[src/rtl/draw_sequencer.sv]
// ============================================================================
// Module   : draw_sequencer
// Brief    : Sequences a clear pass then a shape pass, muxes the active engine
//            onto the VGA adapter port, clips shape pixels, counts plots.
// Revision : 1.0
// ============================================================================
`default_nettype none

module draw_sequencer #(
    parameter int SCREEN_W   = 160,
    parameter int SCREEN_H   = 120,
    parameter bit AUTO_START = 1'b1
) (
    input  logic        clk,
    input  logic        rst,
    input  logic        start,
    output logic        clr_start,
    input  logic        clr_done,
    input  logic [7:0]  clr_x,
    input  logic [6:0]  clr_y,
    input  logic [2:0]  clr_colour,
    input  logic        clr_plot,
    output logic        shp_start,
    input  logic        shp_done,
    input  logic [7:0]  shp_x,
    input  logic [6:0]  shp_y,
    input  logic [2:0]  shp_colour,
    input  logic        shp_plot,
    output logic [7:0]  vga_x,
    output logic [6:0]  vga_y,
    output logic [2:0]  vga_colour,
    output logic        vga_plot,
    output logic        busy,
    output logic        done,
    output logic [14:0] pix_count
);

    localparam logic [2:0] S_IDLE  = 3'd0;
    localparam logic [2:0] S_CLEAR = 3'd1;
    localparam logic [2:0] S_GAP   = 3'd2;
    localparam logic [2:0] S_DRAW  = 3'd3;
    localparam logic [2:0] S_DONE  = 3'd4;

    localparam logic [14:0] c_PIX_MAX = 15'h7FFF;

    logic [2:0]  r_state;
    logic [2:0]  w_next;
    logic        r_auto;
    logic        r_clr_start;
    logic        r_shp_start;
    logic [14:0] r_pix_count;
    logic        w_shp_visible;

    assign w_shp_visible = (int'(shp_x) < SCREEN_W) && (int'(shp_y) < SCREEN_H);

    // r_auto is armed by reset and consumed on the first free-running cycle,
    // so the automatic trigger fires exactly once per reset.
    always_ff @(posedge clk) begin
        if (rst) begin
            r_state     <= S_IDLE;
            r_auto      <= AUTO_START;
            r_clr_start <= 1'b0;
            r_shp_start <= 1'b0;
            r_pix_count <= '0;
        end else begin
            r_state     <= w_next;
            r_auto      <= 1'b0;
            r_clr_start <= (w_next == S_CLEAR);
            r_shp_start <= (w_next == S_DRAW);
            if (r_state == S_GAP) begin
                r_pix_count <= '0;
            end else if ((r_state == S_DRAW) && vga_plot && (r_pix_count != c_PIX_MAX)) begin
                r_pix_count <= r_pix_count + 15'd1;
            end
        end
    end

    always_comb begin
        w_next = r_state;
        case (r_state)
            S_IDLE:  if (start || r_auto) w_next = S_CLEAR;
            S_CLEAR: if (clr_done)        w_next = S_GAP;
            S_GAP:                        w_next = S_DRAW;
            S_DRAW:  if (shp_done)        w_next = S_DONE;
            S_DONE:  if (!start)          w_next = S_IDLE;
            default:                      w_next = S_IDLE;
        endcase
    end

    // Zero-latency mux keeps each engine's own pixel timing intact.
    always_comb begin
        vga_x      = shp_x;
        vga_y      = shp_y;
        vga_colour = shp_colour;
        vga_plot   = 1'b0;
        if (r_state == S_CLEAR) begin
            vga_x      = clr_x;
            vga_y      = clr_y;
            vga_colour = clr_colour;
            vga_plot   = clr_plot & ~rst;
        end else if (r_state == S_DRAW) begin
            vga_plot   = shp_plot & w_shp_visible & ~rst;
        end
    end

    assign busy      = (r_state == S_CLEAR) || (r_state == S_GAP) || (r_state == S_DRAW);
    assign done      = (r_state == S_DONE);
    assign clr_start = r_clr_start;
    assign shp_start = r_shp_start;
    assign pix_count = r_pix_count;

endmodule

`default_nettype wire

[config.mk]
export PLATFORM = sky130hd
export DESIGN_NAME = draw_sequencer
export DESIGN_NICKNAME = d
export VERILOG_FILES = /design/src/rtl/draw_sequencer.sv
export SDC_FILE = /design/constraint.sdc
export NUM_CORES = 1
export LEC_CHECK = 0
export CAP_MARGIN = 10
export CORE_UTILIZATION = 36
export CTS_CLUSTER_DIAMETER = 40
export DETAILED_ROUTE_END_ITERATION = 10
export PLACE_DENSITY = 0.8
export SLEW_MARGIN = 20
export SYNTH_ARGS = -nofsm -noshare
export SYNTH_HDL_FRONTEND = slang
export SYNTH_SLANG_ARGS = --single-unit
[constraint.sdc]
create_clock -name clk -period 2.3 [get_ports clk]
set_input_delay 0.575 -clock clk [delete_from_list [all_inputs] [get_ports clk]]
set_output_delay 0.575 -clock clk [all_outputs]
set_load 0.02 [all_outputs]
==> flow_summary.ini <==
[drt]
wirelength_mm = 3.80
antenna_left = 0
num_vias = 1348
wl_per_cell_um = 14.2
avgViaCountPerCell = 5.03
drt_iter0_drc = 22
drc = 0
first_pass_iters = 4

[logic_synthesis]
ys_seq_area_share_pct = 33.4
synthCells = 137
synthDistinctLibCells = 38
synth_nets = 181
synth_top_area_share_pct = 33.4
yosys_warnings = 0
ys_async_sr_fraction_pct = 0
ys_seq_elements = 21
netlist_area_um2 = 1260
synth_flop_cell = dfxtp_1
synthTopCellsByArea = dfxtp_1, mux2_2, xor2_1
yosys.area.top_type = dfxtp_1
synth_edf_count = 0
syn_avg_cell_area_um2 = 9.18

[cts]
cts.htree.levels = 1
root_buffer = clkbuf_4
clk-insertion-delay-late_ns = 0.30
cts_buffers = 3
clkSinkCount = 21
clkTransAtPathRegs_ns = 0.11
clk_path_buf_depth = 2
cts_hold_buf = 0
cts_tree = done

[placement]
place_hpwl_mm = 3.08
globalplace.congestion = 0.726
io_buffers = 80
dpl.cell_count = 262

[finish]
multiInputGateArea_um2 = 785
num-nets-final = 267
fin_cells = 268
ff_latch_area_um2 = 420
area_growth_pct = 65.7
drive_above_1_share_pct = 27.0
fill_cells = 305
diodes = 0

[setup_path]
path_cells = clkdlybuf4s50_1 -> and4b_1 -> nand3_2 -> a21oi_4 -> buf_6
reg2regPathDepth = 10
path_delay_family = buffers and inverters
worst-path-max-fanout = 2
cpMaxStageDelayCell = clkdlybuf4s50_1
path_class = input pin to output port
worst_ep_required_time_ns = 1.73
end_kind = output port
path_buf_inv = 2
regToRegSetupSlack_ns = 0.38
slowest_delay_ns = 0.45
crit_arrival_ns = 1.66
rr_endpoint = pix_count[1]
crit-reg2reg-launch = r_state[2]
start_kind = input pin

[min_path]
min-delay-start = pix_count[14]
holdPathStages = 2
hold_path_end = pix_count[14]
hp-class = flop to flop

[sta]
tightest_slew_ns = 0.329
finalSetupViolations = 0
maxSlewHeadroom_pct = 77.9
min_period_ns = 2.24
hold_violations = 0
drv_slew = 0
min_period_over_period_pct = 97.3
skew_ns = 0.00487
max_freq_ghz = 0.447
rsz0062_at_grt = false

[floorplanning]
rows = 21
start_util_pct = 37.7
ioPinCount = 81
die-area_um2 = 3730
die_y_um = 61.1
die_w_um = 61.1
coreArea_um2 = 3340

[global_route]
grtUsageTotal_pct = 19.2
grt_first_pass_wirelength_mm = 5.26
grt_overflow = 0
antenna_found_initial = 0
grt_max_degree = 20
grt_pass1_vias = 1161

[power]
peakVddDrop_mv = 0.196
p_total_uw = 867
total_leakage_power_uw = 0.000851
powerDensity_nw_per_um2 = 416

[run]
cap_violations = 0

[outcome]
status = finished clean
## worst register-to-register path: cells and delay by family (launching register included)
kind	cells	cell delay [ns]
buffers and inverters	4	0.60
AND/OR/NAND/NOR	4	0.55
flip-flops	1	0.33
multiplexers	1	0.20
AO/OA/AOI/OAI	1	0.14
## layer usage
layer	GRT usage [%]	routed length, um	vias to the layer above
met3	4.62	416	12
met2	34.5	1790	65
met5	0	0	-
met1	20.9	1470	610
li1	-	-	661
met4	9.74	127	0
## worst max path at each step
stage / from / end / slack [ns] / cells after the start
2_1_floorplan: r_state[0] / vga_x[0] / 0.35 / 5
3_3_place_gp: shp_x[6] / vga_plot / -0.42 / 5
3_5_place_dp: shp_x[6] / vga_plot / -0.46 / 5
4_1_cts: r_state[2] / vga_x[5] / -0.03 / 4
5_1_grt: shp_plot / vga_plot / 0.02 / 5
6_report: shp_plot / vga_plot / 0.06 / 5
## stage by stage
stage	hold WS (ns)	worst slack, ns	util, %	cell area [um^2]	TNS (ns)
4_1_cts	0.533	-0.0253	64.8	2160	-0.0253
5_1_grt	0.579	0.0160	62.4	2080	0
3_5_place_dp	0.506	-0.461	63.6	2120	-1.89
6_report	0.532	0.0632	62.4	2080	0
2_1_floorplan	0.518	0.345	-	1260	0
3_3_place_gp	0.493	-0.422	63.6	2120	-1.54
## timing repair
action	in CTS	in global routing
setup buffers	0	2
resized for setup	54	22
setup endpoints to repair	19	20
gates cloned	0	0
pin swaps	0	1
## final cells by class
class / count / area share (%)
timing repair buffer: 88 / 37.8
tap: 46 / 2.76
clock buffer: 4 / 1.26
multi-input combinational: 107 / 37.7
sequential: 21 / 20.2
inverter: 2 / 0.360
## registers in the layout (all words and copies together), names as in the netlist
name,cells
pix_count,15
r_state,3
clr_start,1
r_auto,1
shp_start,1
## cell usage in the layout, fill, tap and decap left out, types with 2 or more instances in the layout
master           Yosys  layout
clkbuf_2             0       5
mux2_2              18      18
xor2_1              10      10
buf_2                1      13
buf_4                4       7
and4_1               2       2
clkdlybuf4s50_1      0      60
nand4_1              8       8
a21oi_1              3       3
nand3_1              8       7
dfxtp_1             21      21
nand2_1              9       9
inv_1                2       2
clkbuf_4             0       3
or2_2                2       2
nor2_1              21      21
nand4_2              2       2
and3_1               2       2
mux2i_1              2       2
## Yosys cell counts, drive strengths merged (2+ instances only)
| master | count |
|---|---|
| or2 | 2 |
| mux2i | 2 |
| buf | 6 |
| xor2 | 10 |
| nand3 | 8 |
| nand2 | 10 |
| inv | 2 |
| dfxtp | 21 |
| mux2 | 18 |
| and3 | 2 |
| nor2 | 22 |
| nand4 | 10 |
| and4 | 2 |
| a21oi | 4 |
| and2 | 2 |
## logic make-up after synthesis
logic type	count (synthesis)	synth area share, %
buffers and inverters	9	4.58
xor gates and xnor gates	11	7.66
and+or+nand+nor	66	29.6
AOI/OAI and AO/OA	9	6.07
muxes	20	17.7
DFF	21	33.4
adders and majority gates	1	0.995
## report_power, final
| group | leakage [uW] | internal, uW | switching [uW] |
|---|---|---|---|
| clock | 0.0000150 | 67.6 | 107 |
| sequential | 0.000170 | 371 | 2.62 |
| combinational | 0.000665 | 167 | 151 |
No activity file was read; power rests on OpenSTA's default activity.
==> RTL change 1: new RTL, config.mk and constraints unchanged <==
The output `shp_start` loses its register stage (`r_shp_start` becomes a continuous assignment).
--- a/src/rtl/draw_sequencer.sv
+++ b/src/rtl/draw_sequencer.sv
@@ -61,5 +61,4 @@
             r_auto      <= AUTO_START;
             r_clr_start <= 1'b0;
-            r_shp_start <= 1'b0;
             r_pix_count <= '0;
         end else begin
@@ -67,5 +66,4 @@
             r_auto      <= 1'b0;
             r_clr_start <= (w_next == S_CLEAR);
-            r_shp_start <= (w_next == S_DRAW);
             if (r_state == S_GAP) begin
                 r_pix_count <= '0;
@@ -75,4 +73,6 @@
         end
     end
+
+    assign r_shp_start = (w_next == S_DRAW);
 
     always_comb begin
Check against the original RTL: not equivalent (Yosys sat finds a counterexample within 4 cycles, from zero or initial values and one cycle with rst high).
==> RTL change 1 against the unedited design <==
  * Worst setup slack got worse by 23 ps
  * Sequential cell count decreased by 1
  * Critical path depth increased by 2
  * Wire length increased by 8.8%
  * Synthesized area increased by 2.1%
  * Register-to-register slack got worse by 200 ps
  * Synthesized cell count increased by 8.0%
  * Power increased by 5.7%
  * Cell area increased by 4.6%
  * Highest routed layer unchanged
==> RTL change 1: results (changes against the unedited design) <==
largest net degree at the start of global routing=25 (+25%); DR vias/cell=5.35 (+6.3%); register area share after synthesis=0.312 (-0.0224); Commonest cells post-synth=dfxtp_1, mux2_2, a21oi_1, nand2_1; Hold WC Path Type=flop to flop; Cell variety after synth=40 (+5.3%); vias in the first global route=1387 (+19%); Filler cells=300 (-1.6%); Synthesis Warnings=0 (unchanged); diode count=0 (unchanged); Syn Nets=192 (+6.1%); H-Tree Depth=1 (unchanged); Starting DRT DRC Count=66 (+200%); nets@finish=280 (+4.9%); layout cells sized above 1=0.285 (+0.0148); worst-path fanout max=10 (+8); maximum vdd drop=0.181 mV (-7.6%); clock tree root buffer cell=clkbuf_4; Global Route Usage Sum=0.212 (+0.0201); Port Buf Inserts=80 (unchanged); total CTS buffers=3 (unchanged); Synth area leaders=dfxtp_1, mux2_2, a21oi_1; slowest cell on the critical path=dfxtp_2; leakage power=0.820 nW (-3.5%); gp weighted congestion=0.733 (+0.91%); post-DP HPWL=3120 um (+1.4%); Longest Clk Path Bufs=2 (unchanged); global-route wire length before repair=6020 um (+14%); ys flop type=dfxtp_1; clk_skew=2.09 ps (-2.77 ps); CP arrival=1680 ps (+20 ps); Wirelength per Cell=14.7 um (+3.8%); CTS clk-pin slew, worst paths=110 ps (about the same); outcome=completed; Slew Limit Headroom=0.681 (-0.0978); max reg flops=15 (unchanged); Crit path largest cell delay=350 ps (-100 ps); Hold-fix buffers, CTS=0 (unchanged)
-- RTL change 1: changes by cell type after synthesis, sizes merged, moves of 8 or more --
cell   before  now
nor2       22    7
a21oi       4   14
xor2       10    0
or4         0    8
-- RTL change 1: through the flow --
| stage | hold slack [ps] | area (um^2) | setup WS (ps) | std cells | TNS (ps) |
|---|---|---|---|---|---|
| after global routing | 538 | 2180 | -66.1 | 281 | -66.1 |
| final | 505 | 2180 | 40.7 | 281 | 0 |
| after global placement | 490 | 2160 | -390 | 273 | -1970 |
| after detailed placement | 490 | 2160 | -391 | 273 | -2180 |
| after CTS | 508 | 2210 | 5.01 | 277 | 0 |
| after floorplan | 507 | 1280 | 111 | 148 | 0 |
-- RTL change 1: power breakdown --
part,switching [mW],internal (mW),total [mW],leakage [nW]
sequential,0.00425,0.354,0.358,0.163
clock,0.107,0.0963,0.203,0.0210
combinational,0.161,0.194,0.355,0.636
-- RTL change 1: logic make-up after synthesis --
group	synth area share
AND/OR/NAND/NOR	0.304
AO/OA/AOI/OAI	0.134
flip-flops	0.312
buffers and inverters	0.0594
multiplexers	0.181
adder cells (fa/ha/maj)	0.00975
-- RTL change 1: critical path, delay by kind of cell (launching register included) --
family	cells	cell delay [ps]
and+or+nand+nor	3	530
buffers and inverters	4	500
DFF	1	350
-- RTL change 1: routing by layer --
metal / global-route usage / part of all wire
met5: 0 / 0
met2: 0.402 / 0.56
met3: 0.0414 / 0.059
met4: 0.0286 / 0.0046
met1: 0.251 / 0.38
-- RTL change 1: cell type report --
type / instances / area [um^2] / area share
Timing Repair Buffer: 93 / 855 / 0.392
Tap cell: 46 / 57.6 / 0.0264
Inverter: 3 / 11.3 / 0.00517
Multi-Input combinational cell: 115 / 816 / 0.374
Sequential cell: 20 / 404 / 0.185
Clock buffer: 4 / 36.3 / 0.0166
-- RTL change 1: worst paths after layout --
path | startpoint | to | slack (ps) | cells after the start
setup / recovery | r_state[2] | vga_plot | 40 | 7
setup reg to reg | r_state[2] | pix_count[10] | 180 | 8
hold reg to reg | pix_count[12] | pix_count[12] | 500 | 2
hold / removal | pix_count[12] | pix_count[12] | 500 | 2
-- RTL change 1: repair_timing --
item | in CTS | in global routing
buffers inserted | 0 | 2
hold endpoints to repair | 0 | 0
resized for setup | 54 | 25
cloned | 0 | 2
endpoints found under the setup margin | 20 | 19
==> RTL change 2: new RTL, config.mk and constraints unchanged <==
Made on the original files. `AUTO_START`: 1'b1 -> 1'b0.
--- a/src/rtl/draw_sequencer.sv
+++ b/src/rtl/draw_sequencer.sv
@@ -10,5 +10,5 @@
     parameter int SCREEN_W   = 160,
     parameter int SCREEN_H   = 120,
-    parameter bit AUTO_START = 1'b1
+    parameter bit AUTO_START = 1'b0
 ) (
     input  logic        clk,
Formal check against the unedited RTL: not equivalent (Yosys sat finds a counterexample within 4 cycles, from zero or initial values and one cycle with rst high).
==> RTL change 2 against the unedited design <==
  * The run now ends with negative setup slack left
  * Sequential share of layout area fell by 3.4 points
  * First-iteration DRC count increased by 120%
  * Power rose by 11%
  * Count of clock-buffer cells in the layout is 1 lower
  * Via count up 8.4%
  * Worst setup slack lost 110 ps
  * Worst hold slack lost 23 ps
  * Cell count grew 7.5%
  * Synthesized area up 0.90%
  * Wire length rose by 15%
  * Sequential cell count decreased by 1
  * Die area is 0.87% higher
  * Cell area up 15%
  * Largest cell class unchanged
  * Highest routed layer unchanged
==> RTL change 2: results (changes against the unedited design) <==
outcome=complete, but fails checks; failing checks=negative setup slack; largest net degree at the start of global routing=11 (-45%); maximum vdd drop=0.241 mV (+23%); worst-path fanout max=6 (+4); DR vias/cell=5.07 (+0.86%); Synth area leaders=dfxtp_1, mux2_2, nand2_1; layout cells sized above 1=0.306 (+0.0355); pre-CTS setup slack=-302 ps (+159 ps); TritonRoute pass-1 iters=4 (unchanged); Routed WL=4380 um (+15%); synthesized area per cell=9.06 um^2 (-1.3%); path depth of the worst reg2reg path=7 (-3); initial antenna violation count=0 (unchanged); DR DRC count=0 (unchanged); final setup TNS=-140 ps (-140 ps); Global Route Usage Sum=0.234 (+0.0424); Non-Filler Instances=288 (+7.5%); Starting DRT DRC Count=48 (+120%); clk_lat worst skew=300 ps (about the same); CTS clk-pin slew, worst paths=120 ps; vias in the first global route=1305 (+12%); HP Start=pix_count[14]; DP Area=2260 um^2 (+6.2%); Filler cells=255 (-16%); Hold Path Sink=pix_count[14]; Syn Nets=184 (+1.7%); CP arrival=1770 ps (+110 ps); gp weighted congestion=0.803 (+11%); clk_skew=5.58 ps (+0.711 ps); Placed Cells=282 (+7.6%); Final Hold Slack=509 ps (-23.2 ps); Hold WC Path Type=flop to flop; Cell variety after synth=40 (+5.3%); Final Setup Violations=4 (+4); fin worst setup slack=-44.9 ps (-108 ps); Commonest cells post-synth=dfxtp_1, mux2_2, nand2_1, nor2_1; ys flop type=dfxtp_1; RR Endpoint=pix_count[10]; Slew @ Worst Pin=621 ps (+291 ps); post-DP HPWL=3350 um (+8.8%); global-route wire length before repair=6350 um (+21%); leakage power=0.973 nW (+14%); internal reg-to-reg setup slack=240 ps (-140 ps); register area share after synthesis=0.316 (-0.0187)
-- RTL change 2: logic make-up (layout without fill, tap and decap cells) --
group,count (synthesis),in the layout,synth area share
and+or+nand+nor,61,61,0.281
AOI/OAI and AO/OA,25,25,0.151
muxes,20,20,0.176
DFF,20,20,0.316
buffers and inverters,7,109,0.0256
xor gates and xnor gates,6,6,0.0414
adders and majority gates,1,1,0.00986
-- RTL change 2: worst max path at each step --
stage / start / to / slack [ps]
after floorplan: r_state[0] / vga_x[0] / 210
after global placement: rst / vga_plot / -300
after detailed placement: shp_x[6] / vga_plot / -300
after CTS: r_state[1] / vga_y[0] / -80
after global routing: r_state[1] / vga_y[5] / -120
final: r_state[1] / vga_y[3] / -40
-- RTL change 2: area by class of cell --
type                       instances  area (um^2)  share of cell area
clock buffer                       3         22.5             0.00938
multi-input combinational        113          896               0.373
timing repair buffer             103         1010               0.421
tap                               46         57.6              0.0240
inverter                           3         11.3             0.00469
sequential                        20          402               0.167
-- RTL change 2: report_power, final --
group	internal, mW	leakage (nW)	switching, mW
sequential	0.354	0.162	0.00298
combinational	0.252	0.797	0.178
clock	0.0612	0.0138	0.113
total	0.667	0.973	0.293
-- RTL change 2: worst max-delay path, stage by stage, from the launching register on --
cell and delay [ps]:
dfxtp_2 340, and2b_1 220, nor2b_4 210, buf_6 160, buf_12 110, mux2_4 300, buf_6 130
-- RTL change 2: what timing repair did --
item | in CTS | in global routing
hold buffers | 0 | 0
setup buffers | 1 | 1
pin swaps | 0 | 0
setup endpoints to repair | 19 | 21
gates cloned | 1 | 0
gates resized for setup | 74 | 60
-- RTL change 2: per-layer routing --
layer	vias up	global-route usage	wire length, um
li1	731	-	-
met3	4	0.0420	141
met1	690	0.314	1980
met5	-	0	0
met4	0	0.0349	34
met2	36	0.402	2220
